[config.mk]
export PLATFORM = sky130hd
export DESIGN_NAME = wavelet_fir_mac
export DESIGN_NICKNAME = d
export VERILOG_FILES = /design/src/rtl/wavelet_fir_mac.sv
export SDC_FILE = /design/constraint.sdc
export NUM_CORES = 1
export LEC_CHECK = 0
export BUFFER_PORTS_ARGS = -buffer_cell sky130_fd_sc_hd__buf_2
export CAP_MARGIN = 20
export CORE_MARGIN = 2
export CORE_UTILIZATION = 35
export CTS_CLUSTER_SIZE = 12
export DETAILED_ROUTE_END_ITERATION = 8
export PLACE_DENSITY = 0.48
export SETUP_SLACK_MARGIN = 0.1
export SLEW_MARGIN = 20
export SYNTH_ARGS = -nofsm -noshare
export SYNTH_HDL_FRONTEND = slang
export SYNTH_SLANG_ARGS = --single-unit
[constraint.sdc]
create_clock -name clk -period 8.6 [get_ports clk]
set_input_delay 1.29 -clock clk [delete_from_list [all_inputs] [get_ports clk]]
set_output_delay 1.29 -clock clk [all_outputs]
set_load 0.02 [all_outputs]
[src/rtl/wavelet_fir_mac.sv]
// Sequential FIR filter: one signed multiply-accumulate per tap per cycle.
// Samples enter through a valid/ready pair; each result is held until the consumer takes it.
module wavelet_fir_mac #(
    parameter int DATA_W   = 8,
    parameter int COEF_W   = 8,
    parameter int NUM_TAPS = 7,
    localparam int AW      = $clog2(NUM_TAPS),
    localparam int ACC_W   = DATA_W + COEF_W + $clog2(NUM_TAPS)
) (
    input  logic              clk,
    input  logic              rst_n,
    input  logic              in_valid,
    output logic              in_ready,
    input  logic [DATA_W-1:0] in_sample,
    input  logic              coef_we,
    input  logic [AW-1:0]     coef_addr,
    input  logic [COEF_W-1:0] coef_data,
    output logic              out_valid,
    input  logic              out_ready,
    output logic [ACC_W-1:0]  out_sum,
    output logic              busy
);

    // Handshakes: a transfer happens on a rising edge where valid && ready are both high;
    // out_sum is held stable while out_valid is high and out_ready is low.

    typedef enum logic [1:0] {IDLE, MAC, OUT} state_t;

    localparam int PROD_W = DATA_W + COEF_W;
    localparam logic [COEF_W-1:0] C_PASS = {1'b0, {(COEF_W-1){1'b1}}};
    localparam logic [AW-1:0] LAST_TAP = AW'(NUM_TAPS - 1);

    state_t state, state_next;

    logic signed [DATA_W-1:0] x [NUM_TAPS];
    logic signed [COEF_W-1:0] c [NUM_TAPS];
    logic signed [ACC_W-1:0]  acc;
    logic signed [ACC_W-1:0]  acc_next;
    logic signed [PROD_W-1:0] prod;
    logic [AW-1:0]            tap;
    logic                     accept;
    logic                     last_tap;

    assign in_ready  = (state == IDLE);
    assign out_valid = (state == OUT);
    assign busy      = (state != IDLE);
    assign accept    = in_valid && in_ready;
    assign last_tap  = (tap == LAST_TAP);

    // The one multiplier is shared across taps by muxing the operands with the tap counter.
    assign prod     = x[tap] * c[tap];
    assign acc_next = acc + {{(ACC_W-PROD_W){prod[PROD_W-1]}}, prod};

    always_ff @(posedge clk or negedge rst_n) begin
        if (!rst_n) begin
            state <= IDLE;
        end else begin
            state <= state_next;
        end
    end

    always_comb begin
        state_next = state;
        case (state)
            IDLE:    if (in_valid) state_next = MAC;
            MAC:     if (last_tap) state_next = OUT;
            OUT:     if (out_ready) state_next = IDLE;
            default: state_next = IDLE;
        endcase
    end

    always_ff @(posedge clk or negedge rst_n) begin
        if (!rst_n) begin
            for (int k = 0; k < NUM_TAPS; k++) begin
                x[k] <= '0;
                c[k] <= (k == NUM_TAPS/2) ? C_PASS : '0;
            end
            acc     <= '0;
            tap     <= '0;
            out_sum <= '0;
        end else begin
            if ((state == IDLE) && coef_we && (int'(coef_addr) < NUM_TAPS)) begin
                c[coef_addr] <= coef_data;
            end
            if (accept) begin
                x[0] <= in_sample;
                for (int k = 1; k < NUM_TAPS; k++) begin
                    x[k] <= x[k-1];
                end
                acc <= '0;
                tap <= '0;
            end else if (state == MAC) begin
                // The final tap's sum goes straight to out_sum so OUT follows the last MAC cycle.
                acc <= acc_next;
                if (last_tap) begin
                    out_sum <= acc_next;
                end else begin
                    tap <= tap + AW'(1);
                end
            end
        end
    end

endmodule

# Yosys cells after proc, flatten, opt, wreduce, memory -nomap -nowiden
# Cells that the tools add are included.
# W data, S select, Z words.
[totals]
n_memories = 0
output_inout_bits = 22
romBits = 0
word_cells = 63
mem_bits_rw = 0
input_bits = 24
register_bits = 155
latch_bits = 0
[op_classes]
n_div = 0
n_mux = 18
n_reduce_logical = 10
n_mul = 1
bitwise_logic = 3
eq_ne = 7
addsub = 2
shift = 0
magnitude_cmp = 4
[op_table]
columns = ["cell", "n"]
rows = [
  ["$bwmux W56", 1],
  ["$bmux W8 S3", 2],
  ["$mux W8", 5],
  ["$mux W19", 2],
  ["$demux W8 S3", 1],
  ["$add A19 B19 Y19", 1],
  ["$mul A8 B8 Y16", 1],
  ["$mux W3", 3],
  ["$ge A4 B4 Y1 const B", 2],
  ["$not A3 Y4", 2],
  ["$mux W2", 3],
  ["$ne A2 B2 Y1 const B", 3],
  ["$pmux W2 S3", 1],
  ["$reduce_and A3 Y1", 2],
  ["$logic_and A1 B1 Y1", 4],
  ["$lt A4 B1 Y1 const B", 1],
  ["$reduce_bool A2 Y1", 2],
  ["$add A3 B1 Y3 const B", 1],
  ["$eq A3 B3 Y1 const B", 1],
  ["$lt A3 B3 Y1 const B", 1],
  ["$eq A2 B1 Y1 const B", 1],
  ["$eq A2 B2 Y1 const B", 1],
  ["$logic_not A2 Y1", 1],
  ["$ne A2 B1 Y1 const B", 1],
  ["2 further kinds", 2],
]

# Longest topological paths before layout
[logic_depth]
ltp_word = 8
ltp_mapped = 33
mapped_depth_nobuf = 30

# Worst setup path after synthesis
# Ideal clock, no wire load.
[synth_timing]
path_kind = "reg-to-reg"
startpoint = "register tap[0]"
endpoint = "register acc[18]"
path_buffers = 2
arrival_ns = 6.919
path_stages_with_launch = 30
synth_period_minus_slack_ns = 7.043
slack_ns = 1.557
path_cell_list = "dfrtp_1 > buf_4 > buf_2 > mux4_2 > o21ai_1 > nand2b_1 > fa_1 > fa_1 > inv_1 > fa_1 > inv_1 > fa_1 > inv_1 > ha_1 > a21o_1 > a21oi_2 > nand2_1 > and2_1 > o21a_1 > nor2_1 > xnor2_1 > ha_1 > a21oi_1 > inv_1 > o31ai_1 > a31oi_1 > a31oi_1 > xnor2_1 > nand2_1 > mux2i_1"
[synth_between]
elab_chain_cells = 8
elab_cells_between_ends = 11
cone_classes = "add/sub: 1; mul: 1; mux: 8; bitwise: 1"
[synth_rtl]
columns = ["element", "line_no", "rtl"]
rows = [
  ["start: declaration", "40", "logic [AW-1:0] tap;"],
  ["start signal: assignment", "98", "tap <= tap + AW'(1);"],
  ["$not A3 Y4 (not written as such) (*)", "51", "assign prod = x[tap] * c[tap];"],
  ["$bmux W8 S3", "51", ""],
  ["$mux W8 (not written as such) (2 in series)", "51", ""],
  ["$mul A8 B8 Y16 (*)", "51", ""],
  ["$add A19 B19 Y19 (*)", "52", "assign acc_next = acc + {{(ACC_W-PROD_W){prod[PROD_W-1]}}, prod};"],
  ["$mux W19 (*)", "92", "end else if (state == MAC) begin"],
  ["$mux W19 (*)", "85", "if (accept) begin"],
  ["end signal: assignment", "94", "acc <= acc_next;"],
  ["end: declaration", "37", "logic signed [ACC_W-1:0] acc;"],
]
# Mark *: on every way between the ends. The rest lies on a longest branch, timed or not. The select of a mux whose other input is x is not followed.
# A chain may end at the register's enable or synchronous reset.

# Worst setup path after layout
# Ends and elaborated chain as after synthesis.

==> impl_metrics.ini <==
[run_status]
outcome = finished clean

[final_layout]
final_layout_size_suffix_gt1_frac = 0.183
layout.nets = 1179
flow.area_growth_from_synthesis_pct = 13.4
final.fill_count = 2782
insertedDiodeCount = 0
finish.instance_area_um2 = 11200
seq_area_um2 = 3890
area_taken_by_multi_input_logic_gates_um2 = 5530

[placement]
place_hpwl_mm = 15.4
placement.cell_area_um2 = 10600
io_buffer_count = 45
gp_congestion = 0.795

[sta]
worst_slew_margin_rel = 0.355
period_share = 0.896
timing.final.setup_violations = 0
rsz0062_at_grt = false
slew_viol_final = 0
finalClockSkew_ns = 0.0117
period_minus_slack_ns = 7.71
max_slew.worst_pin.slew_ns = 0.967
setup_tns_ns = 0
final.hold.worst_slack_ns = 0.470
max_freq_mhz = 130
report.final.hold_viol_count = 0

[worst_setup_path]
critical_path_required_ns = 8.91
arrival_ns = 8.02
worstPathMaxFanout = 24
cp-start-kind = flip-flop
reg2reg_setup_slack_ns = 0.89
criticalPathCategory = reg2reg
timing.critical_path.to_type = flip-flop

[clock_tree]
cts_buffer_depth = 2
numCtsBuffers = 17
clk_pin_slew_ns = 0.06
post-cts-setup-buffers = 0
clock-sinks = 155
cts_tree = yes
maximum_level_of_the_cts_h_tree = 4
cts_resized = 0
cts_root_buf = sky130_fd_sc_hd__clkbuf_16
worst_skew_pair.late_latency_ns = 0.43
post_cts_hold_buffer_count = 0

[grt]
maximum_number_of_pins_on_one_net_before_global_route_repair = 80
grt_antenna_before_repair = 0
global_route_wire_length_before_repair_mm = 36.5
grt_overflow = 0
global_route.usage.total = 0.158
number_of_global_route_vias_before_repair = 6961

[floorplan]
die_width_um = 172
coreArea_um2 = 27900
i_o_pin_count = 46
std_cell_rows = 61
initial_util = 0.356
floorplan.die_area_um2 = 29700
die_y_um = 172

[synth]
synthesized_net_count = 1134
synth.avg_cell_area_um2 = 9.87
syn-cell-area_um2 = 9910
netlist_instances = 1004
yosys.area.top_type = sky130_fd_sc_hd__dfrtp_1
ys_seq_area_frac = 0.392
synth.area.top_cells = sky130_fd_sc_hd__dfrtp_1 37%, sky130_fd_sc_hd__fa_1 11%, sky130_fd_sc_hd__nand2_1 8.3%
synthArstFlopShare = 1.00
ys_ff_latch = 155
synth-edff-count = 0
synth_top_flop_cell = sky130_fd_sc_hd__dfrtp_1
synthDominantCellAreaShare = 0.374
synthDistinctLibCells = 45
number_of_warnings_issued_by_yosys = 0

[drt]
drcViolationCount = 0
drtIter0Drc = 395
drt.antenna.violating_nets = 0
routed_wirelength_mm = 21.8
dr_pass1_iterations = 4
wl_per_cell_um = 15.1
dr_total_vias = 6876
vias_per_cell = 4.78

[flow_run]
maxCapViolations = 0

[worst_hold_path]
holdCritPathClass = reg2reg
## sequential cells by signal (all words and copies together) (netlist names)
register,flops
state,2
x,56
out_sum,19
c,56
acc,19
tap,3
## final timing paths
path | startpoint | depth (start not counted) | to
max reg2reg | tap[0] | 26 | acc[18]
min in group asynchronous | rst_n | 1 | out_sum[8]
max | tap[0] | 26 | acc[18]
min | out_sum[9] | 2 | out_sum[9]
min reg2reg | out_sum[9] | 2 | out_sum[9]
max in group asynchronous | rst_n | 2 | c[44]
## logic make-up (layout without fill, tap and decap cells)
family | after synthesis | after routing | synth area share
simple gates | 356 | 356 | 0.150
flops | 155 | 155 | 0.392
compound gates | 133 | 133 | 0.0814
buf+inv | 129 | 187 | 0.0501
fa+ha+maj | 106 | 106 | 0.176
mux | 94 | 94 | 0.122
xor+xnor | 31 | 31 | 0.0274
## per-layer routing
metal	routed length, um	vias to the layer above	global-route usage
met5	0	-	0
met4	293	0	0.0479
met3	534	16	0.0266
met2	10100	67	0.257
met1	10900	3390	0.217
li1	-	3403	-
## stage by stage
step,worst slack [ns],cells,utilization
6_report,0.891,1440,0.403
5_1_grt,0.374,1440,0.403
4_1_cts,0.834,1440,0.403
3_5_place_dp,0.836,1408,0.381
3_3_place_gp,0.917,1408,0.381
2_1_floorplan,1.56,1004,-
## final cells by class
type / count / share of cell area
tap: 378 / 0.0421
inverter: 91 / 0.0304
multi-input combinational: 720 / 0.492
timing repair buffer: 64 / 0.0336
sequential: 155 / 0.346
clock inverter: 12 / 0.0142
clock buffer: 20 / 0.0415
## layout by cell type (no fill, tap or decap), types with 3 or more instances in the layout
| cell type | count |
|---|---|
| sky130_fd_sc_hd__a211oi_1 | 4 |
| sky130_fd_sc_hd__a21o_1 | 13 |
| sky130_fd_sc_hd__a21oi_1 | 25 |
| sky130_fd_sc_hd__a31oi_1 | 4 |
| sky130_fd_sc_hd__and3_1 | 3 |
| sky130_fd_sc_hd__buf_2 | 44 |
| sky130_fd_sc_hd__buf_4 | 18 |
| sky130_fd_sc_hd__bufinv_16 | 3 |
| sky130_fd_sc_hd__clkbuf_16 | 17 |
| sky130_fd_sc_hd__clkbuf_8 | 3 |
| sky130_fd_sc_hd__clkinvlp_4 | 4 |
| sky130_fd_sc_hd__dfrtp_1 | 147 |
| sky130_fd_sc_hd__dfstp_2 | 7 |
| sky130_fd_sc_hd__fa_1 | 56 |
| sky130_fd_sc_hd__ha_1 | 50 |
| sky130_fd_sc_hd__inv_1 | 91 |
| sky130_fd_sc_hd__inv_6 | 3 |
| sky130_fd_sc_hd__mux2_2 | 57 |
| sky130_fd_sc_hd__mux2i_1 | 20 |
| sky130_fd_sc_hd__mux4_2 | 16 |
| sky130_fd_sc_hd__nand2_1 | 217 |
| sky130_fd_sc_hd__nand2b_1 | 10 |
| sky130_fd_sc_hd__nand3_1 | 19 |
| sky130_fd_sc_hd__nor2_1 | 71 |
| sky130_fd_sc_hd__nor2b_1 | 14 |
| sky130_fd_sc_hd__o211ai_1 | 14 |
| sky130_fd_sc_hd__o21ai_0 | 44 |
| sky130_fd_sc_hd__o21ai_1 | 16 |
| sky130_fd_sc_hd__o31ai_1 | 3 |
| sky130_fd_sc_hd__or2_2 | 11 |
| sky130_fd_sc_hd__xnor2_1 | 22 |
| sky130_fd_sc_hd__xor2_1 | 9 |
## Yosys cell counts (2+ instances only)
cell	number
sky130_fd_sc_hd__nand2_1	218
sky130_fd_sc_hd__dfrtp_1	148
sky130_fd_sc_hd__inv_1	91
sky130_fd_sc_hd__nor2_1	71
sky130_fd_sc_hd__mux2_2	57
sky130_fd_sc_hd__fa_1	56
sky130_fd_sc_hd__ha_1	50
sky130_fd_sc_hd__o21ai_0	44
sky130_fd_sc_hd__clkbuf_1	31
sky130_fd_sc_hd__a21oi_1	25
sky130_fd_sc_hd__xnor2_1	22
sky130_fd_sc_hd__mux2i_1	20
sky130_fd_sc_hd__nand3_1	19
sky130_fd_sc_hd__mux4_2	16
sky130_fd_sc_hd__o21ai_1	16
sky130_fd_sc_hd__nor2b_1	14
sky130_fd_sc_hd__o211ai_1	14
sky130_fd_sc_hd__a21o_1	13
sky130_fd_sc_hd__or2_2	11
sky130_fd_sc_hd__nand2b_1	10
sky130_fd_sc_hd__xor2_1	9
sky130_fd_sc_hd__dfstp_2	7
sky130_fd_sc_hd__a211oi_1	4
sky130_fd_sc_hd__a31oi_1	4
sky130_fd_sc_hd__buf_2	4
sky130_fd_sc_hd__and3_1	3
sky130_fd_sc_hd__o31ai_1	3
sky130_fd_sc_hd__a21oi_2	2
sky130_fd_sc_hd__and2_1	2
sky130_fd_sc_hd__buf_4	2
sky130_fd_sc_hd__nand4b_1	2
sky130_fd_sc_hd__nor3_1	2
sky130_fd_sc_hd__o21a_1	2
## worst max-delay path: stages, from the launching register on
cell	delay, ns
sky130_fd_sc_hd__dfrtp_2	0.84
sky130_fd_sc_hd__mux4_2	0.59
sky130_fd_sc_hd__o21ai_1	0.56
sky130_fd_sc_hd__or2_2	0.29
sky130_fd_sc_hd__inv_1	0.06
sky130_fd_sc_hd__fa_1	0.60
sky130_fd_sc_hd__inv_1	0.16
sky130_fd_sc_hd__fa_1	0.55
sky130_fd_sc_hd__inv_1	0.05
sky130_fd_sc_hd__fa_1	0.52
sky130_fd_sc_hd__inv_1	0.05
sky130_fd_sc_hd__fa_1	0.52
sky130_fd_sc_hd__inv_1	0.04
sky130_fd_sc_hd__ha_1	0.36
sky130_fd_sc_hd__nand2_1	0.07
sky130_fd_sc_hd__o21ai_0	0.38
sky130_fd_sc_hd__nor2_1	0.10
sky130_fd_sc_hd__xnor2_1	0.16
sky130_fd_sc_hd__ha_1	0.35
sky130_fd_sc_hd__nand2_1	0.08
sky130_fd_sc_hd__nor2_1	0.16
sky130_fd_sc_hd__nand4b_1	0.16
sky130_fd_sc_hd__a31oi_1	0.28
sky130_fd_sc_hd__a31oi_1	0.14
sky130_fd_sc_hd__xnor2_1	0.25
sky130_fd_sc_hd__nand2_1	0.10
sky130_fd_sc_hd__mux2i_1	0.14
Power is left out: the tool's default activity adds up to more than one toggle a clock period on the data nets, which glitch-free logic cannot reach.
